## config.mk

```make
export PLATFORM = sky130hd
export DESIGN_NAME = multicycle_control_fsm
export DESIGN_NICKNAME = d
export VERILOG_FILES = /design/src/rtl/multicycle_control_fsm.sv
export SDC_FILE = /design/constraint.sdc
export NUM_CORES = 1
export LEC_CHECK = 0
export ABC_AREA = 1
export CAP_MARGIN = 20
export CORE_AREA = 2 2 95 97
export CTS_CLUSTER_SIZE = 40
export DETAILED_ROUTE_END_ITERATION = 7
export DIE_AREA = 0 0 97 99
export HOLD_SLACK_MARGIN = 0.03
export SYNTH_ARGS = -nofsm -noshare
export SYNTH_HDL_FRONTEND = slang
export SYNTH_SLANG_ARGS = --single-unit
```

## constraint.sdc

```tcl
create_clock -name clk -period 2 [get_ports clk]
set_input_delay 0.4 -clock clk [delete_from_list [all_inputs] [get_ports clk]]
set_output_delay 0.4 -clock clk [all_outputs]
set_load 0.01 [all_outputs]
```

## src/rtl/multicycle_control_fsm.sv

```systemverilog
// Multicycle RV32I control FSM: sequences each instruction through the shared datapath
// and drives its control strobes, with memory wait states, illegal trapping and a retire counter.
module multicycle_control_fsm #(
  parameter int unsigned MEM_WAIT_EN = 1,
  parameter int unsigned IMMSRC_W    = 3,
  parameter int unsigned CNT_W       = 32
) (
  input  logic                clk,
  input  logic                rst,
  input  logic [6:0]          op_i,
  input  logic                zero_i,
  input  logic                mem_ready_i,
  output logic                pc_write_o,
  output logic                adr_src_o,
  output logic                mem_req_o,
  output logic                mem_write_o,
  output logic                ir_write_o,
  output logic                reg_write_o,
  output logic [1:0]          result_src_o,
  output logic [1:0]          alu_src_a_o,
  output logic [1:0]          alu_src_b_o,
  output logic [1:0]          alu_op_o,
  output logic [IMMSRC_W-1:0] imm_src_o,
  output logic                illegal_o,
  output logic [CNT_W-1:0]    instr_retired_o
);

  localparam logic [6:0] OP_LOAD  = 7'b0000011;
  localparam logic [6:0] OP_STORE = 7'b0100011;
  localparam logic [6:0] OP_RTYPE = 7'b0110011;
  localparam logic [6:0] OP_ITYPE = 7'b0010011;
  localparam logic [6:0] OP_BEQ   = 7'b1100011;
  localparam logic [6:0] OP_JAL   = 7'b1101111;
  localparam logic [6:0] OP_LUI   = 7'b0110111;

  typedef enum logic [3:0] {
    S_FETCH, S_DECODE, S_MEMADR, S_MEMREAD, S_MEMWB, S_MEMWRITE, S_EXECR,
    S_EXECI, S_ALUWB, S_BEQ, S_JAL, S_LUI, S_TRAP
  } state_e;

  state_e           state_q, state_d;
  logic [CNT_W-1:0] cnt_q;
  logic             rdy_c, retire_c, pc_update_c, branch_c;

  assign rdy_c           = mem_ready_i | (MEM_WAIT_EN == 0);
  assign instr_retired_o = cnt_q;

  always_ff @(posedge clk) begin
    if (rst) begin
      state_q <= S_FETCH;
      cnt_q   <= '0;
    end else begin
      state_q <= state_d;
      if (retire_c) cnt_q <= cnt_q + CNT_W'(1);
    end
  end

  // Next state and Moore outputs; rst masks every strobe in the reset cycle itself.
  always_comb begin
    state_d      = state_q;
    retire_c     = 1'b0;
    pc_update_c  = 1'b0;
    branch_c     = 1'b0;
    adr_src_o    = 1'b0;
    mem_req_o    = 1'b0;
    mem_write_o  = 1'b0;
    ir_write_o   = 1'b0;
    reg_write_o  = 1'b0;
    result_src_o = 2'b00;
    alu_src_a_o  = 2'b00;
    alu_src_b_o  = 2'b00;
    alu_op_o     = 2'b00;
    illegal_o    = 1'b0;
    case (state_q)
      S_FETCH: begin
        mem_req_o    = 1'b1;
        alu_src_b_o  = 2'b10;
        result_src_o = 2'b10;
        ir_write_o   = rdy_c;
        pc_update_c  = rdy_c;
        if (rdy_c) state_d = S_DECODE;
      end
      S_DECODE: begin
        alu_src_a_o = 2'b01;
        alu_src_b_o = 2'b01;
        case (op_i)
          OP_LOAD, OP_STORE: state_d = S_MEMADR;
          OP_RTYPE:          state_d = S_EXECR;
          OP_ITYPE:          state_d = S_EXECI;
          OP_BEQ:            state_d = S_BEQ;
          OP_JAL:            state_d = S_JAL;
          OP_LUI:            state_d = S_LUI;
          default:           state_d = S_TRAP;
        endcase
      end
      S_MEMADR: begin
        alu_src_a_o = 2'b10;
        alu_src_b_o = 2'b01;
        state_d     = (op_i == OP_LOAD) ? S_MEMREAD : S_MEMWRITE;
      end
      S_MEMREAD: begin
        mem_req_o = 1'b1;
        adr_src_o = 1'b1;
        if (rdy_c) state_d = S_MEMWB;
      end
      S_MEMWB: begin
        result_src_o = 2'b01;
        reg_write_o  = 1'b1;
        retire_c     = 1'b1;
        state_d      = S_FETCH;
      end
      S_MEMWRITE: begin
        mem_req_o   = 1'b1;
        mem_write_o = 1'b1;
        adr_src_o   = 1'b1;
        if (rdy_c) begin
          retire_c = 1'b1;
          state_d  = S_FETCH;
        end
      end
      S_EXECR: begin
        alu_src_a_o = 2'b10;
        alu_op_o    = 2'b10;
        state_d     = S_ALUWB;
      end
      S_EXECI: begin
        alu_src_a_o = 2'b10;
        alu_src_b_o = 2'b01;
        alu_op_o    = 2'b11;
        state_d     = S_ALUWB;
      end
      S_ALUWB: begin
        reg_write_o = 1'b1;
        retire_c    = 1'b1;
        state_d     = S_FETCH;
      end
      S_BEQ: begin
        alu_src_a_o = 2'b10;
        alu_op_o    = 2'b01;
        branch_c    = 1'b1;
        retire_c    = 1'b1;
        state_d     = S_FETCH;
      end
      S_JAL: begin
        alu_src_a_o = 2'b01;
        alu_src_b_o = 2'b10;
        pc_update_c = 1'b1;
        state_d     = S_ALUWB;
      end
      S_LUI: begin
        result_src_o = 2'b11;
        reg_write_o  = 1'b1;
        retire_c     = 1'b1;
        state_d      = S_FETCH;
      end
      S_TRAP:  illegal_o = 1'b1;
      default: state_d = S_FETCH;
    endcase
    pc_write_o = pc_update_c | (branch_c & zero_i);
    if (rst) begin
      pc_write_o   = 1'b0;
      adr_src_o    = 1'b0;
      mem_req_o    = 1'b0;
      mem_write_o  = 1'b0;
      ir_write_o   = 1'b0;
      reg_write_o  = 1'b0;
      result_src_o = 2'b00;
      alu_src_a_o  = 2'b00;
      alu_src_b_o  = 2'b00;
      alu_op_o     = 2'b00;
      illegal_o    = 1'b0;
    end
  end

  // Immediate format follows the IR opcode in every state.
  always_comb begin
    case (op_i)
      OP_STORE: imm_src_o = IMMSRC_W'(3'd1);
      OP_BEQ:   imm_src_o = IMMSRC_W'(3'd2);
      OP_JAL:   imm_src_o = IMMSRC_W'(3'd3);
      OP_LUI:   imm_src_o = IMMSRC_W'(3'd4);
      default:  imm_src_o = IMMSRC_W'(3'd0);
    endcase
    if (rst) imm_src_o = '0;
  end

endmodule

```

==> metrics.md <==
| Metric | Value |
|---|---|
| Outcome | `finished, final reports clean` |
| Fin Hold WS | `around 510 ps` |
| Kind of critical path | `in2out` |
| Worst-path maximum fanout | `10` |
| Most frequent cell after synthesis | `nand2_1` |
| Final net count | `approximately 520` |
| Remaining DRCs | `0` |
| Worst slew pin tran | `512 ps` |
| CTS max path bufs | `2` |
| IO buf count | `60` |
| Placed inst area | `3420 µm²` |
| Yosys top cell by area | `dfxtp_1` |
| Ports | `61` |
| Synth warn | `0` |
| Crit. End Element | `primary output` |
| Fmax | `507 MHz` |
| Post-synth EDFFs | `0` |
| Width of the die | `about 97 µm` |
| Grt ovf | `0` |
| Number of global-route vias before repair | `2793` |
| Final Max Tran Viols | `0` |
| Highest-delay cell along the critical path | `clkdlybuf4s50_1` |
| Worst Hold Depth | `2` |
| Leak | `1.40 nW` |
| Initial Util | `29.1%` |
| Commonest register cell after synthesis | `dfxtp_1` |
| Post-Syn Area | `2490 µm²` |
| RSZ-0062 raised after global routing | `true` |
| Register area share after synthesis | `29.0%` |
| Layout Cells excl Fill | `approximately 610` |
| FF-to-FF setup slack | `approximately 180 ps` |
| Htree depth | `2` |
| Pwr Total | `0.00238 W` |
| Crit path DAT | `1570 ps` |
| Top-area cell type share of the netlist area | `29.0%` |
| Post-synthesis instance total | `between 400 and 500` |
| Ys async rst share | `0%` |
| Post-synth cell types | `36` |
| Critical Path RT | `1600 ps` |
| Worst VDD drop | `0.000258 V` |
| DRT antenna net count | `0` |
| WP buf/inv | `3` |
| Slowest stage delay, CP | `410 ps` |
| Top post-synthesis cells by area | `dfxtp_1 (29%), nand2_1 (16%), nor2_1 (11%), a21oi_1 (7.0%), inv_1 (6.3%)` |
| Cell Rows | `34` |
| Die Y-Extent | `99 µm` |
| Startpoint types | `input pin` |
| Clock transition at the registers of the reported paths | `70 ps` |
| Root Buffer | `clkbuf_8` |
| CTS buffer count | `5` |
| Post-Place Worst Slack | `-374 ps` |
| Family with the most delay on the worst path | `buffers and inverters` |
| Detailed placer's ending HPWL | `6.14 mm` |
| Final period util | `98.6%` |
| Synthesized flop and latch total | `36` |
| Largest net degree at the start of global routing | `20` |
| Post-route setup slack | `approximately 28 ps` |
| Global Route Usage Sum | `16.0%` |
| Hold violation count in the final report | `0` |
| Dpl cells | `601` |
| CTS tree | `done` |
| Num Clock Sinks | `36` |
| Hold Crit Class | `reg2reg` |
| Reg-to-Reg End | `instr_retired_o[14]` |
| Non-Filler Cell Area, Final | `3610 µm²` |
| Mean Syn Cell Area | `6.04 µm²` |
| R2R cell count | `8` |
| Commonest cells in the synthesized netlist | `nand2_1 (109), nor2_1 (73), inv_1 (42)` |
| Post-Syn Nets | `424` |
| DRT iter0 DRCs | `between 100 and 150` |
| Vias after detailed routing | `a little under 3000` |
| Clk_lat worst skew | `290 ps` |
| Clock Skew | `2.05 ps` |
| Critical-path cell list | `clkdlybuf4s50_1 -> buf_6 -> nor4_2 -> clkdlybuf4s15_1` |
| Worst hold start | `instr_retired_o[5]` |
| GPL Wtd Cong | `0.881` |
| Core footprint | `8550 µm²` |
| FF-to-FF Start | `instr_retired_o[0]` |
| Max-cap violation count | `0` |
| Number of antenna diodes | `0` |
| Layout cells sized above 1 | `between 10% and 20%` |
| Wirelength, routed | `7.71 mm` |
| Initial antenna violation count | `0` |
| Slew HR | `65.6%` |
| Pre-antenna DRT Iters | `4` |
| Hold Crit Endpoint | `instr_retired_o[5]` |
| Fin crit period | `1970 ps` |
| Drt wl/cell | `12.6 µm` |
| Final setup viols | `0` |
| Area grow syn2layout | `45.3%` |
| Cts hold-fix bufs | `0` |
| Via density | `4.75` |
| First-pass GRT wire length | `12.8 mm` |
| Pwr dens | `660 nW/µm²` |
| Die area | `between 9000 and 10000 µm²` |
-- worst register-to-register path, cell delays in order (launching register included) --
cell and delay (ps):
dfxtp_1 340, ha_1 280, nand2_1 150, nor2_2 160, nand2_1 160, nor4_2 270, nand2_1 130, xor2_1 170
nor2_1 50
-- where the power goes --
group,switching [W],internal (W)
Sequential,0.0000437,0.000761
Clock,0.000266,0.000281
Combinational,0.000594,0.000439
-- cell type report --
cell class / instances / area [µm²]
fill: 908 / 4940
multi-input combinational: 319 / 1630
timing repair buffer: 94 / 857
sequential: 36 / 726
inverter: 47 / 176
tap: 108 / 135
clock buffer: 8 / 90.1
-- cell families (layout without fill, tap and decap cells) --
kind of cell	after synthesis	count (layout)	share of synthesized area [%]
AO/OA/AOI/OAI	68	68	14.9
XOR/XNOR	6	6	2.11
adder cells (fa/ha/maj)	1	1	0.503
buffers and inverters	57	149	9.41
flip-flops	36	36	29.0
AND/OR/NAND/NOR	244	244	44.1
-- worst max path at each step --
| stage | slack [ps] | start | endpoint | cells past startpoint |
|---|---|---|---|---|
| global route | -40 | state_q[2] | adr_src_o | 6 |
| floorplan | 350 | instr_retired_o[0] | instr_retired_o[20] | 8 |
| detailed placement | -370 | op_i[5] | imm_src_o[2] | 8 |
| global placement | -380 | rst | illegal_o | 4 |
| finish | 30 | rst | illegal_o | 4 |
| CTS | -180 | state_q[2] | reg_write_o | 8 |
-- layout by cell type, fill, tap and decap left out, types with 2 or more instances in the layout --
master           count
nor4_2               2
nand3b_1             4
nor4_1               2
buf_4               31
nand4_1              8
a21boi_0             4
nand2_1            104
clkbuf_1             2
o21ai_0             12
nor2_4               2
nand2_2              6
nor3_2               4
nor3b_1              2
nand3_1              9
dfxtp_1             32
dlymetal6s2s_1       3
xor2_1               6
dfxtp_2              4
dlygate4sd2_1       12
clkdlybuf4s50_1     39
o21ai_1              8
clkdlybuf4s15_1      2
and3_1               2
nor2_2              13
inv_1               39
buf_2                3
nand2_4              4
inv_2                8
nor2_1              64
a21oi_1             35
clkbuf_8             6
o31ai_2              2
buf_12               2
a31oi_1              2
nand3_2              4
nor3_1              12
-- metal layers --
| layer | track usage (%) | wire length [µm] | vias to the layer above |
|---|---|---|---|
| li1 | - | - | 1520 |
| met4 | 4.55 | 137 | 0 |
| met5 | 0 | 0 | - |
| met2 | 29.0 | 3750 | 85 |
| met1 | 19.0 | 3390 | 1291 |
| met3 | 3.76 | 433 | 14 |
-- registers in the layout (all words and copies together), names as in the netlist --
| register | cells |
|---|---|
| instr_retired_o | 32 |
| state_q | 4 |
-- per-stage QoR --
step	util (%)	setup TNS [ps]
5_1_grt	42.3	-87.2
3_3_place_gp	40.0	-3920
2_1_floorplan	-	0
6_report	42.3	0
4_1_cts	41.8	-235
3_5_place_dp	40.0	-3740
-- what timing repair did --
item	in CTS	in global routing
endpoints found under the setup margin	18	16
resized for setup	44	24
buffers inserted	2	1
pin swaps	4	6
(Power assumes the default switching activity.)
